===== src/rtl/wb_bus_arbiter.sv =====
// rtl/wb_bus_arbiter.sv - Round-robin Wishbone B4 classic arbiter with bus-timeout watchdog
//
// Purpose: shares one Wishbone slave fabric between N_MASTERS masters. Grants are
// registered and held until the owner drops cyc; the next owner is chosen round-robin
// starting after the previous owner. A watchdog forces an error to the owner when a
// strobe goes unacked for TIMEOUT cycles.
//
// Ports:
//   clk_i, rst_ni        bus clock, asynchronous active-low reset
//   m_cyc_i .. m_cti_i   per-master request side (packed, master i at [i*W +: W])
//   m_gnt_o              one-hot registered grant
//   m_ack_o, m_err_o     per-master ack / timeout error (combinational)
//   m_dat_o              read data broadcast to all masters
//   s_*_o                slave-side signals muxed from the owner, 0 when idle
//   s_dat_i, s_ack_i     slave read data and ack
//   timeout_cnt_o        saturating count of watchdog firings since reset
module wb_bus_arbiter #(
  parameter int N_MASTERS     = 3,
  parameter int ADDRESS_WIDTH = 16,
  parameter int DATA_WIDTH    = 8,
  parameter int TIMEOUT       = 255
) (
  input  logic                            clk_i,
  input  logic                            rst_ni,
  input  logic [N_MASTERS-1:0]            m_cyc_i,
  input  logic [N_MASTERS-1:0]            m_stb_i,
  input  logic [N_MASTERS-1:0]            m_we_i,
  input  logic [N_MASTERS-1:0]            m_sel_i,
  input  logic [N_MASTERS*ADDRESS_WIDTH-1:0] m_adr_i,
  input  logic [N_MASTERS*DATA_WIDTH-1:0] m_dat_i,
  input  logic [N_MASTERS*3-1:0]          m_cti_i,
  output logic [N_MASTERS-1:0]            m_gnt_o,
  output logic [N_MASTERS-1:0]            m_ack_o,
  output logic [N_MASTERS-1:0]            m_err_o,
  output logic [DATA_WIDTH-1:0]           m_dat_o,
  output logic                            s_cyc_o,
  output logic                            s_stb_o,
  output logic                            s_we_o,
  output logic                            s_sel_o,
  output logic [ADDRESS_WIDTH-1:0]        s_adr_o,
  output logic [DATA_WIDTH-1:0]           s_dat_o,
  output logic [2:0]                      s_cti_o,
  input  logic [DATA_WIDTH-1:0]           s_dat_i,
  input  logic                            s_ack_i,
  output logic [7:0]                      timeout_cnt_o
);

  localparam int IW = (N_MASTERS > 1) ? $clog2(N_MASTERS) : 1;
  localparam logic [IW-1:0] LAST_RESET = IW'(N_MASTERS - 1);
  localparam logic [15:0]   WD_LIMIT   = 16'(TIMEOUT - 1);

  typedef enum logic {IDLE, OWNED} state_t;

  state_t                 state_q, state_d;
  // owner_q doubles as "last owner": it keeps its value through IDLE so the
  // rotation resumes after the most recent owner.
  logic [IW-1:0]          owner_q, owner_d;
  logic [N_MASTERS-1:0]   gnt_q, gnt_d;
  logic [15:0]            wd_q, wd_d;
  logic [7:0]             tcnt_q;
  logic [IW-1:0]          rr_idx;
  logic                   strobing;
  logic                   fire;

  logic [N_MASTERS*ADDRESS_WIDTH-1:0] adr_sh;
  logic [N_MASTERS*DATA_WIDTH-1:0]    dat_sh;
  logic [N_MASTERS*3-1:0]             cti_sh;

  // First requester strictly after 'last', wrapping; 'last' itself is checked last.
  function automatic logic [IW-1:0] rr_pick(input logic [N_MASTERS-1:0] req,
                                            input logic [IW-1:0] last);
    logic [IW-1:0]        pick;
    logic                 found;
    logic [N_MASTERS-1:0] req_sh;
    int                   cand;
    pick  = last;
    found = 1'b0;
    for (int k = 1; k <= N_MASTERS; k++) begin
      cand   = (int'(last) + k) % N_MASTERS;
      req_sh = req >> cand;
      if (!found && req_sh[0]) begin
        pick  = IW'(cand);
        found = 1'b1;
      end
    end
    return pick;
  endfunction

  always_comb begin
    state_d = state_q;
    owner_d = owner_q;
    rr_idx  = rr_pick(m_cyc_i, owner_q);
    case (state_q)
      IDLE: begin
        if (|m_cyc_i) begin
          state_d = OWNED;
          owner_d = rr_idx;
        end
      end
      OWNED: begin
        // The departing owner has cyc low, so it can only be picked again
        // once it re-requests; handover happens on the same edge.
        if (!m_cyc_i[owner_q]) begin
          if (|m_cyc_i) owner_d = rr_idx;
          else          state_d = IDLE;
        end
      end
      default: state_d = IDLE;
    endcase
    gnt_d = (state_d == OWNED) ? (N_MASTERS'(1) << owner_d) : '0;
  end

  always_comb begin
    adr_sh  = m_adr_i >> (int'(owner_q) * ADDRESS_WIDTH);
    dat_sh  = m_dat_i >> (int'(owner_q) * DATA_WIDTH);
    cti_sh  = m_cti_i >> (int'(owner_q) * 3);
    s_cyc_o = 1'b0;
    s_stb_o = 1'b0;
    s_we_o  = 1'b0;
    s_sel_o = 1'b0;
    s_adr_o = '0;
    s_dat_o = '0;
    s_cti_o = '0;
    if (state_q == OWNED) begin
      s_cyc_o = m_cyc_i[owner_q];
      s_stb_o = m_stb_i[owner_q];
      s_we_o  = m_we_i[owner_q];
      s_sel_o = m_sel_i[owner_q];
      s_adr_o = adr_sh[ADDRESS_WIDTH-1:0];
      s_dat_o = dat_sh[DATA_WIDTH-1:0];
      s_cti_o = cti_sh[2:0];
    end
  end

  assign strobing = s_cyc_o & s_stb_o;
  // An ack in the would-be firing cycle wins: fire requires no ack.
  assign fire     = strobing & ~s_ack_i & (wd_q == WD_LIMIT);

  assign m_gnt_o       = gnt_q;
  assign m_err_o       = gnt_q & {N_MASTERS{fire}};
  assign m_ack_o       = {N_MASTERS{s_ack_i}} & gnt_q & m_stb_i & ~m_err_o;
  assign m_dat_o       = s_dat_i;
  assign timeout_cnt_o = tcnt_q;

  always_comb begin
    if ((gnt_d != gnt_q) || s_ack_i || fire) wd_d = '0;
    else if (strobing)                       wd_d = wd_q + 16'd1;
    else                                     wd_d = wd_q;
  end

  always_ff @(posedge clk_i or negedge rst_ni) begin
    if (!rst_ni) begin
      state_q <= IDLE;
      owner_q <= LAST_RESET;
      gnt_q   <= '0;
      wd_q    <= '0;
      tcnt_q  <= '0;
    end else begin
      state_q <= state_d;
      owner_q <= owner_d;
      gnt_q   <= gnt_d;
      wd_q    <= wd_d;
      if (fire && (tcnt_q != 8'hFF)) tcnt_q <= tcnt_q + 8'd1;
    end
  end

endmodule


===== config.mk =====
export PLATFORM = sky130hd
export DESIGN_NAME = wb_bus_arbiter
export DESIGN_NICKNAME = d
export VERILOG_FILES = /design/src/rtl/wb_bus_arbiter.sv
export SDC_FILE = /design/constraint.sdc
export NUM_CORES = 1
export LEC_CHECK = 0
export BUFFER_PORTS_ARGS = -buffer_cell sky130_fd_sc_hd__buf_2
export CAP_MARGIN = 20
export CELL_PAD_IN_SITES_DETAIL_PLACEMENT = 1
export CELL_PAD_IN_SITES_GLOBAL_PLACEMENT = 1
export CORE_UTILIZATION = 34
export DETAILED_ROUTE_END_ITERATION = 6
export PLACE_DENSITY = 0.83
export SYNTH_ARGS = -nofsm -noshare
export SYNTH_HDL_FRONTEND = slang
export SYNTH_SLANG_ARGS = --single-unit
export TNS_END_PERCENT = 30

===== constraint.sdc =====
create_clock -name clk_i -period 6.9 [get_ports clk_i]
set_input_delay 0.69 -clock clk_i [delete_from_list [all_inputs] [get_ports clk_i]]
set_output_delay 0.69 -clock clk_i [all_outputs]
set_load 0.02 [all_outputs]

**After elaboration in Yosys (flattened, before gate mapping)**

Cells that the tools add are included.

- Add/sub/neg operators: 5
- Multipliers: 1
- Div/mod/pow operators: 3
- $lt $le $gt $ge: 1
- Equality and inequality tests: 3
- Shift operators: 7
- Multiplexer cells: 29
- Bitwise logic cells: 10
- Reductions and logical operators: 9

Operators by type and width:

| cell | number |
|---|---|
| $mod A32 B3 Y32 const B | 3 |
| $shr A3 B32 Y1 | 3 |
| $mux W16 | 3 |
| $shr A48 B6 Y16 | 1 |
| $shr A24 B5 Y8 | 1 |
| $add A16 B1 Y16 const B | 1 |
| $eq A16 B8 Y1 const B | 1 |
| $and A3 B3 Y3 | 4 |
| $mux W1 | 12 |
| $mux W2 | 5 |
| $shr A9 B4 Y3 | 1 |
| $add A8 B1 Y8 const B | 1 |
| $bmux W1 S2 | 4 |
| $mux W8 | 1 |
| $ne A8 B8 Y1 const B | 1 |
| $add A2 B2 Y3 const B | 2 |
| $mux W3 | 2 |
| $mul A2 B2 Y4 const B | 1 |
| $pmux W2 S2 | 1 |
| $add A2 B1 Y3 const B | 1 |
| $and A1 B1 Y1 | 3 |
| $logic_and A1 B1 Y1 | 3 |
| $lt A2 B3 Y1 const B | 1 |
| $ne A3 B3 Y1 | 1 |
| 8 further kinds | 11 |

- Register bits after elaboration: 30
- Bits in latches: 0
- Memory bits (writable): 0
- Memory bits (read-only): 0
- Input bits: 104
- Output and inout bits: 56
- Logic and storage cells: 73
- Memories: 0

**Longest topological paths before layout**

Gate-level depths: netlist of the first run.

- Word-level depth: 19
- Mapped depth: 17
- Depth with buffers taken out: 14

**Worst setup path after synthesis of the first run**

OpenSTA, ideal clock, no wires.

- Kind: register -> register
- Start: register owner_q[0]
- End: register wd_q[1]
- Library setup time: 0.107 ns
- Data arrival time: 3.994 ns
- Required time: 6.793 ns
- Path slack: 2.799 ns
- Stages on the path, launching flop included: 15
- Buffers on the path: 2
- Period minus slack after synthesis: 4.101 ns
- Cell sequence: dfrtp_1 -> buf_2 -> buf_1 -> inv_1 -> ha_1 -> nand3b_1 -> ha_1 -> and3b_1 -> o221ai_2 -> nor2_2 -> nor4_2 -> a221oi_1 -> a2111o_1 -> mux2_4 -> a2111oi_4

- Longest elaborated chain between the ends: 19
- Elaborated cells on any way between the ends: 39
- Classes of those cells: 3 x add/sub; 3 x div; 1 x eq/ne; 4 x shift; 18 x mux; 3 x bitwise; 7 x reduce/logical

Ends and longest elaborated chain:

| item | RTL line | source |
|---|---|---|
| from (decl) | 57 | `logic [IW-1:0] owner_q, owner_d;` |
| from (signal assigned) | 160 | `owner_q <= owner_d;` |
| $add A2 B1 Y3 | 79 | `cand = (int'(last) + k) % N_MASTERS;` |
| $mod A32 B3 Y32 | 79 |  |
| $shr A3 B32 Y1 | 80 | `req_sh = req >> cand;` |
| $mux W1 | 81 | `if (!found && req_sh[0]) begin` |
| $logic_not A1 Y1 | 81 |  |
| $logic_and A1 B1 Y1 | 81 |  |
| $mux W1 | 81 |  |
| $logic_not A1 Y1 | 81 |  |
| [... 2 more ...] | n/a |  |
| $mux W2 | 95, 104 |  |
| $mux W2 | 103 | `if (!m_cyc_i[owner_q]) begin` |
| $pmux W2 S2 | 93 | `case (state_q)` |
| $shl A1 B2 Y3 | 110 | `gnt_d = (state_d == OWNED) ? (N_MASTERS'(1) << owner_d) : '0;` |
| $mux W3 | 110 |  |
| $ne A3 B3 Y1 | 146 | `if ((gnt_d != gnt_q) \|\| s_ack_i \|\| fire) wd_d = '0;` |
| $logic_or A1 B1 Y1 (2 in series) | 146 |  |
| $mux W16 or $reduce_bool A2 Y1 (tied branches) | n/a |  |
| to (signal assigned) | 162 | `wd_q <= wd_d;` |
| to (decl) | 59 | `logic [15:0] wd_q, wd_d;` |

Several ways; a longest one is shown, not always the timed one. The select of a mux whose other input is x is not followed.
A chain may end at the register's enable or synchronous reset.

**Worst setup path in the final report of the first run**

- Start: register owner_q[1]
- End: register wd_q[1]

Same word-level chain as after synthesis.

==> flow_metrics.env, run 1 <==
export IMPL_die_area_um2=9180
export IMPL_overflow=0
export IMPL_use_met1_pct=25.2
export IMPL_min_period_over_period_pct=65.4
export IMPL_rsz0062_at_grt="no"
export IMPL_core_um2=8380
export IMPL_cp_slowest_stage_delay_ps=1010
export IMPL_io_pins=160
export IMPL_drive_gt1_share_pct=37.1
export IMPL_min_period_ps=4520
export IMPL_yosys_warnings=0
export IMPL_drtAntennaViolNets=0
export IMPL_synthCells=361
export IMPL_synth_edf_count=0
export IMPL_syn_avg_cell_area_um2=8.29
export IMPL_seq_area_um2=753
export IMPL_postCtsSetupRepairBufs=0
export IMPL_vias=3097
export IMPL_fin_worst_skew_ps=6.13
export IMPL_slew_headroom_pct=42.7
export IMPL_grt_first_pass_wirelength_um=15300
export IMPL_cp_common_cell="ha_1"
export IMPL_firstDrtPassIters=4
export IMPL_drt_iter0_markers=73
export IMPL_synth_flop_cell="dfrtp_1"
export IMPL_startpoint_type="register"
export IMPL_grtUsageMet3_pct=3.16
export IMPL_drc=0
export IMPL_path_clk_slew_ps=70
export IMPL_finalMaxSlewViolations=0
export IMPL_crit_type="reg2reg"
export IMPL_synth_adder_area_share_pct=5.02
export IMPL_vdd_ir_drop_max_mv=0.201
export IMPL_synth_distinct_cells=62
export IMPL_synthMuxAreaShare_pct=12.9
export IMPL_arrival_ps=4700
export IMPL_grt_max_degree=46
export IMPL_synth_top_area_cell="dfrtp_1"
export IMPL_dpl_worst_slack_ps=2400
export IMPL_final_setup_viol_count=0
export IMPL_diodes=0
export IMPL_final_area_um2=3810
export IMPL_syn_num_nets=477
export IMPL_ys_seq_area_share_pct=25.1
export IMPL_synth_compound_area_share_pct=14.2
export IMPL_antenna_found_initial=0
export IMPL_outcome="finished, final reports clean"
export IMPL_multi_input_area_um2=2030
export IMPL_port_buffers=143
export IMPL_post_drt_wl_per_cell_um=16.3
export IMPL_fin_cells=590
export IMPL_hold_viol_final=0
export IMPL_endpoint_kind="register"
export IMPL_synth_area_leaders="dfrtp_1 24%, mux2i_1 11%, and2_1 7.3%, nand2_1 5.8%, o21ai_0 5.2%"
export IMPL_place_area_um2=3690
export IMPL_tns_ps=0
export IMPL_p_per_area_nw_per_um2=342
export IMPL_synth_simple_area_share_pct=29.3
export IMPL_crit_buf_inv=1
export IMPL_crit_slowest_cell="dfstp_2"
export IMPL_wirelength_um=9610
export IMPL_netlist_area_um2=2990
export IMPL_cts_buffer_depth=2
export IMPL_whs_ps=442
export IMPL_grt_use_met2_pct=39.6
export IMPL_hp_class="in2async"
export IMPL_grt_pass1_vias=3221
export IMPL_cts_tree="built"
export IMPL_cap_violations=0
export IMPL_crit_chain="inv_1, ha_1, nand3b_1, ha_1, and3b_1, o221a_2, nand3_1, a21oi_1, o22ai_1, a211o_1, mux2_4, a2111oi_4"
export IMPL_start_util_pct=35.7
export IMPL_critPathMaxFanout=45
export IMPL_required_ps=7090
export IMPL_path_delay_family="compound AO/OA/AOI/OAI gates"
export IMPL_tightest_slew_ps=859
export IMPL_p_leak_nw=1.87
export IMPL_die_h_um=95.8
export IMPL_hold_buffers=0
export IMPL_clock_latency_ps=290
export IMPL_place_congestion=0.871
export IMPL_synthDominantCellAreaShare_pct=24.3
export IMPL_grt_util_all_layers_pct=21.3
export IMPL_syn2layout_area_growth_pct=27.4
export IMPL_ys_ff_latch=30
export IMPL_cts_inserted_buffers=5
export IMPL_max_freq_mhz=221
export IMPL_row_count=33
export IMPL_final_nets=600
export IMPL_fill_cells=1060
export IMPL_setup_slack_ps=2380
export IMPL_ctsHtreeMaxLevel=2
export IMPL_post_cts_resized=0
export IMPL_viasPerCell=5.25
export IMPL_dp_cells=581
export IMPL_synth_async_reset_ratio_pct=100
export IMPL_synth_top_family_by_area="simple AND/OR/NAND/NOR gates"
export IMPL_dp_hpwl_um=7420
export IMPL_grt_busiest_layer="met2"
export IMPL_cts_root_buf="clkbuf_8"
export IMPL_cts_sinks=30
export IMPL_synth_xor_xnor_area_share_pct=6.44
export IMPL_die_w_um=95.8
path summary, 6_finish.rpt:
path | startpoint | end | slack, ps | depth (start not counted)
setup / recovery | owner_q[1] | wd_q[1] | 2380 | 12
hold / removal | rst_ni | wd_q[5] | 440 | 1
setup reg to reg | owner_q[1] | wd_q[1] | 2380 | 12
hold reg to reg | timeout_cnt_o[5] | timeout_cnt_o[5] | 490 | 1
max in group asynchronous | rst_ni | owner_q[0] | 5980 | 1
min in group clk_i | timeout_cnt_o[5] | timeout_cnt_o[5] | 490 | 1
per-layer routing:
| metal | part of all wire, % | vias to the layer above |
|---|---|---|
| li1 | - | 1499 |
| met1 | 42 | 1473 |
| met2 | 50 | 115 |
| met3 | 7.2 | 10 |
| met4 | 1.4 | 0 |
| met5 | 0 | - |
metrics by stage:
stage          util (%)  total power [mW]
6_report           45.5              1.30
5_1_grt            45.5              1.41
4_1_cts            45.3              1.32
3_5_place_dp       44.0              1.14
3_3_place_gp       44.0              1.11
2_1_floorplan         -             0.924
flip-flops by register name, summed over array words and instances (netlist names):
name / cells
wd_q: 16
timeout_cnt_o: 8
m_gnt_o: 3
owner_q: 2
state_q: 1
final cells by class:
type	instances	area share [%]
timing repair buffer	145	19.3
tap	105	3.45
sequential	30	19.8
inverter	13	1.28
clock buffer	8	2.89
multi-input combinational	289	53.3
cell usage after synthesis (2+ instances only):
library cell,count
nor2_1,15
xnor2_1,7
buf_6,2
nor3_1,11
mux2i_2,2
and3_1,7
nand3_1,8
mux2i_1,32
nor4_1,2
nand4_1,8
dfrtp_1,29
o22ai_1,4
inv_1,13
buf_1,5
and2_1,35
o21ai_0,31
ha_1,12
nor3_2,10
nand2_1,46
buf_2,5
o2bb2ai_1,2
xor2_1,15
nor2b_1,2
buf_4,8
clkbuf_1,8
o21a_1,4
nand2b_1,3
power breakdown:
group          leakage (nW)  internal [mW]  switching [mW]  total (mW)
clock network        0.0575          0.101          0.0675       0.168
logic                  1.41          0.347           0.555       0.902
registers             0.404          0.196          0.0389       0.234
layout by cell type (no fill, tap or decap), drive strengths merged, types with 4 or more instances in the layout:
master,instances
nand4,8
clkbuf,8
mux2i,34
nand2,46
nor2,16
nand3,8
o22ai,4
inv,13
xnor2,7
dfrtp,29
o21a,4
xor2,15
ha,12
o21ai,31
and3,7
nor3,21
and2,35
buf,145
worst register-to-register path, cell delays in order (launching register included):
cell	delay (ps)
dfstp_2	1010
inv_1	290
ha_1	450
nand3b_1	260
ha_1	320
and3b_1	250
o221a_2	230
nand3_1	80
a21oi_1	300
o22ai_1	190
a211o_1	330
mux2_4	380
a2111oi_4	340
logic make-up (layout without fill, tap and decap cells):
family / after synthesis / after routing
AOI/OAI and AO/OA: 60 / 60
muxes: 37 / 37
and+or+nand+nor: 158 / 158
DFF: 30 / 30
adders and majority gates: 12 / 12
xor gates and xnor gates: 22 / 22
buffers and inverters: 42 / 166
No activity file was read; power rests on OpenSTA's default activity.
==> run 2, diff against run 1 <==
CORE_UTILIZATION = 29   (was 34)
PLACE_DENSITY = 0.75   (was 0.83)
clock period = 3.7 ns   (was 6.9 ns; I/O delays follow)
==> run 2 against run 1 <==
  * Clock-buffer cell count is 1 lower
  * Register-to-register slack lost 2300 ps
  * Clock skew up 0.68 ps
  * Critical path depth unchanged
==> flow_metrics.env, run 2 (synthesis results as in run 1) <==
export IMPL_top_register="wd_q"
export IMPL_hold_buffers=0
export IMPL_hold_viol_final=0
export IMPL_drtAntennaViolNets=0
export IMPL_hp_class="in2async"
export IMPL_start_util_pct=30.3
export IMPL_arrival_ps=3740
export IMPL_layout_commonest_cell="buf_2"
export IMPL_dp_hpwl_um=7710
export IMPL_core_um2=9860
export IMPL_drc=0
export IMPL_cts_inserted_buffers=5
export IMPL_port_buffers=143
export IMPL_whs_ps=133
export IMPL_multi_input_area_um2=2110
export IMPL_antenna_found_initial=0
export IMPL_path_clk_slew_ps=70
export IMPL_p_per_area_nw_per_um2=673
export IMPL_grt_util_all_layers_pct=18.6
export IMPL_firstDrtPassIters=4
export IMPL_place_congestion=0.849
export IMPL_grt_max_degree=38
export IMPL_fin_cells=636
export IMPL_tightest_slew_ps=700
export IMPL_required_ps=3880
export IMPL_vdd_ir_drop_max_mv=0.339
export IMPL_grt_pass1_vias=3281
export IMPL_viasPerCell=4.96
export IMPL_fin_util_pct=41.2
export IMPL_cts_sinks=30
export IMPL_diodes=0
export IMPL_die_area_um2=10700
export IMPL_max_freq_mhz=280
export IMPL_io_pins=160
export IMPL_endpoint_kind="register"
export IMPL_crit_type="reg2reg"
export IMPL_final_setup_viol_count=0
export IMPL_startpoint_type="register"
export IMPL_syn2layout_area_growth_pct=35.8
export IMPL_overflow=0
export IMPL_die_w_um=104
export IMPL_fill_cells=1237
export IMPL_cap_violations=0
export IMPL_clock_latency_ps=280
export IMPL_post_drt_wl_per_cell_um=16.0
export IMPL_outcome="finished, final reports clean"
export IMPL_drive_gt1_share_pct=41.0
export IMPL_largest_reg_flops=16
export IMPL_p_leak_nw=1.98
export IMPL_finalMaxSlewViolations=0
export IMPL_slew_headroom_pct=53.4
export IMPL_cts_buffer_depth=2
export IMPL_seq_area_um2=753
export IMPL_drt_iter0_markers=76
export IMPL_ctsHtreeMaxLevel=2
export IMPL_ff2ff_setup_slack_ps=130
export IMPL_final_cell_mix="143 x buf_2, 46 x nand2_1, 35 x and2_1, 32 x mux2i_1, 31 x o21ai_0"
export IMPL_min_period_over_period_pct=96.4
export IMPL_wirelength_um=10200
export IMPL_min_period_ps=3570
export IMPL_vias=3156
export IMPL_die_h_um=104
export IMPL_cts_root_buf="clkbuf_8"
export IMPL_row_count=36
export IMPL_cts_tree="built"
export IMPL_grt_first_pass_wirelength_um=16400
export IMPL_dp_cells=616
export IMPL_final_nets=618
export IMPL_critPathMaxFanout=7
export IMPL_fin_worst_skew_ps=6.82
==> run 2: layout make-up <==
type,instances,share of cell area (%)
Clock buffer,7,2.13
Clock inverter,1,0.123
Inverter,13,1.29
Multi-Input combinational cell,289,51.9
Sequential cell,30,18.5
Tap cell,133,4.10
Timing Repair Buffer,163,21.9
==> run 2: metrics by stage <==
step / instance area, um2 / power, mW / setup TNS (ps) / setup slack (ps)
4_1_cts: 3930 / 2.62 / -0.718 / -0.718
5_1_grt: 4060 / 2.93 / -320 / -38.7
2_1_floorplan: 3010 / 1.75 / 0 / 90.0
6_report: 4060 / 2.73 / 0 / 133
3_5_place_dp: 3790 / 2.16 / -42.2 / -33.1
3_3_place_gp: 3790 / 2.12 / 0 / 85.5
==> run 2: path summary, 6_finish.rpt <==
path	start	endpoint	cells after the start
max in group asynchronous	rst_ni	owner_q[0]	1
min in group clk_i	timeout_cnt_o[5]	timeout_cnt_o[5]	1
worst max register to register	owner_q[1]	wd_q[1]	12
worst min register to register	timeout_cnt_o[5]	timeout_cnt_o[5]	1
worst min-delay path	rst_ni	m_gnt_o[0]	1
worst max-delay path	owner_q[1]	wd_q[1]	12
==> run 2: critical path: stages, from the launching register on <==
cell        delay [ps]
dfstp_2            600
clkinvlp_4         150
ha_4               280
nand3b_1           190
ha_1               290
and3b_2            270
o221ai_4           150
nor2_4             140
nor3_1              70
nor4bb_4           180
a2111o_1           440
mux2_4             390
a2111oi_4          320
==> run 2: power breakdown <==
part / switching [mW] / leakage, nW / internal [mW]
clock: 0.123 / 0.0482 / 0.150
sequential: 0.0524 / 0.404 / 0.364
combinational: 1.16 / 1.52 / 0.882
total: 1.34 / 1.98 / 1.40
==> run 2: what timing repair did <==
item / in CTS / in global routing
pin swaps: 0 / 7
cloned: 0 / 0
gates resized for setup: 1 / 11
buffers inserted: 3 / 9
setup endpoints to repair: 2 / 16
==> run 2: metal layers <==
metal  up-vias  part of all wire [%]  track usage (%)
met1      1491                    42             21.7
met5         -                     0                0
met2       117                    50             34.4
met4         0                   1.9             6.00
li1       1537                     -                -
met3        11                   5.4             3.02
==> run 3, diff against run 2 <==
PLACE_DENSITY = 0.81   (was 0.75)
REMOVE_ABC_BUFFERS = 1   (was not set)
==> run 3 against run 2 <==
  * Clock skew decreased by 1.4 ps
  * Worst setup slack got worse by 44 ps
  * Combinational power about the same
  * Critical path depth increased by 3
  * Non-clock buffer count unchanged
  * Routed wire length increased by 3.1%
  * Fmax decreased by 1.2%
  * Register-to-register slack got worse by 40 ps
  * Flip-flop and latch count unchanged
  * Cell area about the same
  * Global-route usage increased by 0.44 points
  * Total power increased by 1.5%
==> flow_metrics.env, run 3 (synthesis results as in run 1) <==
export IMPL_syn2layout_area_growth_pct=35.7
export IMPL_die_area_um2=10700
export IMPL_critPathLaunch="owner_q[1]"
export IMPL_critPathMaxFanout=18
export IMPL_cts_inserted_buffers=5
export IMPL_fin_util_pct=41.2
export IMPL_arrival_ps=3800
export IMPL_drc=0
export IMPL_ctsHtreeMaxLevel=2
export IMPL_endpoint_kind="register"
export IMPL_diodes=0
export IMPL_r2r_start="owner_q[1]"
export IMPL_required_ps=3890
export IMPL_viasPerCell=5.05
export IMPL_tightest_slew_ps=743
export IMPL_final_setup_viol_count=0
export IMPL_min_period_ps=3610
export IMPL_use_met1_pct=21.3
export IMPL_grt_max_degree=36
export IMPL_finalMaxSlewViolations=0
export IMPL_wirelength_um=10500
export IMPL_drive_gt1_share_pct=40.7
export IMPL_dp_hpwl_um=7800
export IMPL_antenna_found_initial=0
export IMPL_fin_worst_skew_ps=5.37
export IMPL_grt_use_met2_pct=36.1
export IMPL_core_um2=9860
export IMPL_final_cell_mix="143 x buf_2, 46 x nand2_1, 35 x and2_1, 32 x mux2i_1, 31 x o21ai_0"
export IMPL_p_per_area_nw_per_um2=683
export IMPL_die_h_um=104
export IMPL_grt_first_pass_wirelength_um=16700
export IMPL_setup_slack_ps=88.8
export IMPL_drt_iter0_markers=170
export IMPL_path_clk_slew_ps=70
export IMPL_cts_sinks=30
export IMPL_whs_ps=119
export IMPL_cap_violations=0
export IMPL_hp_class="in2async"
export IMPL_cts_root_buf="clkbuf_8"
export IMPL_max_freq_mhz=277
export IMPL_grt_util_all_layers_pct=19.1
export IMPL_final_nets=619
export IMPL_drtAntennaViolNets=0
export IMPL_overflow=0
export IMPL_start_util_pct=30.3
export IMPL_min_period_over_period_pct=97.6
export IMPL_startpoint_type="register"
export IMPL_fin_cells=637
export IMPL_post_drt_wl_per_cell_um=16.5
export IMPL_layout_commonest_cell="buf_2"
export IMPL_cts_buffer_depth=2
export IMPL_vias=3220
export IMPL_io_pins=160
export IMPL_vdd_ir_drop_max_mv=0.285
export IMPL_dpl_worst_slack_ps=9.62
export IMPL_top_register="wd_q"
export IMPL_slew_headroom_pct=49.7
export IMPL_row_count=36
export IMPL_p_leak_nw=1.97
export IMPL_firstDrtPassIters=4
export IMPL_hold_viol_final=0
export IMPL_clock_latency_ps=290
export IMPL_die_w_um=104
export IMPL_place_congestion=0.878
export IMPL_p_total_mw=2.77
export IMPL_cts_tree="built"
export IMPL_grt_pass1_vias=3454
export IMPL_grt_busiest_layer="met2"
export IMPL_dp_cells=619
export IMPL_largest_reg_flops=16
export IMPL_port_buffers=143
export IMPL_grtUsageMet3_pct=3.15
export IMPL_hold_buffers=0
export IMPL_outcome="finished, final reports clean"
export IMPL_crit_type="reg2reg"
## run 3: per-stage QoR
step | cell area, um2 | setup TNS, ps
after floorplan | 2830 | -12730
after global placement | 3800 | 0
after detailed placement | 3800 | 0
after CTS | 3940 | 0
after global routing | 4060 | -432
final | 4060 | 0
## run 3: worst paths after layout
kind                                         end  slack (ps)  depth (start not counted)
worst min register to register  timeout_cnt_o[5]         490                          1
min in group clk_i              timeout_cnt_o[5]         490                          1
worst min-delay path                     wd_q[2]         120                          1
max in group asynchronous             owner_q[0]        3100                          1
worst max register to register           wd_q[1]          90                         15
worst max-delay path                     wd_q[1]          90                         15
## run 3: critical path: stages (launching register included)
cell	delay, ps
dfstp_2	580
buf_12	120
buf_12	130
ha_1	140
inv_1	50
ha_1	180
inv_1	60
ha_1	210
and3b_2	280
o221ai_4	140
nor2_4	150
nor3_1	70
nor4bb_2	200
a2111o_1	490
mux2_4	390
a2111oi_4	310
## run 3: layer usage
layer  up-vias  wire length (um)
met1      1555              4390
met2       111              5420
met4         0               214
met3        19               456
li1       1535                 -
met5         -                 0
## run 3: final cells by class
cell class              count  area (um2)
clock buffers               5        68.8
well taps                 133         166
multi-input cells         290        2090
clock inverters             3        40.0
repair buffers            163         891
flip-flops and latches     30         753
inverters                  13        48.8
fillers                  1237        5800
## run 3: repair_timing
item                       in CTS  in global routing
pin swaps                       0                  6
cloned                          0                  1
setup endpoints to repair       2                 16
resized for setup               1                 11
buffers inserted                4                  5
## run 3: report_power, final
part	leakage, nW	switching [mW]	internal (mW)
Combinational	1.51	1.19	0.840
Clock	0.0579	0.133	0.198
Sequential	0.404	0.0489	0.364
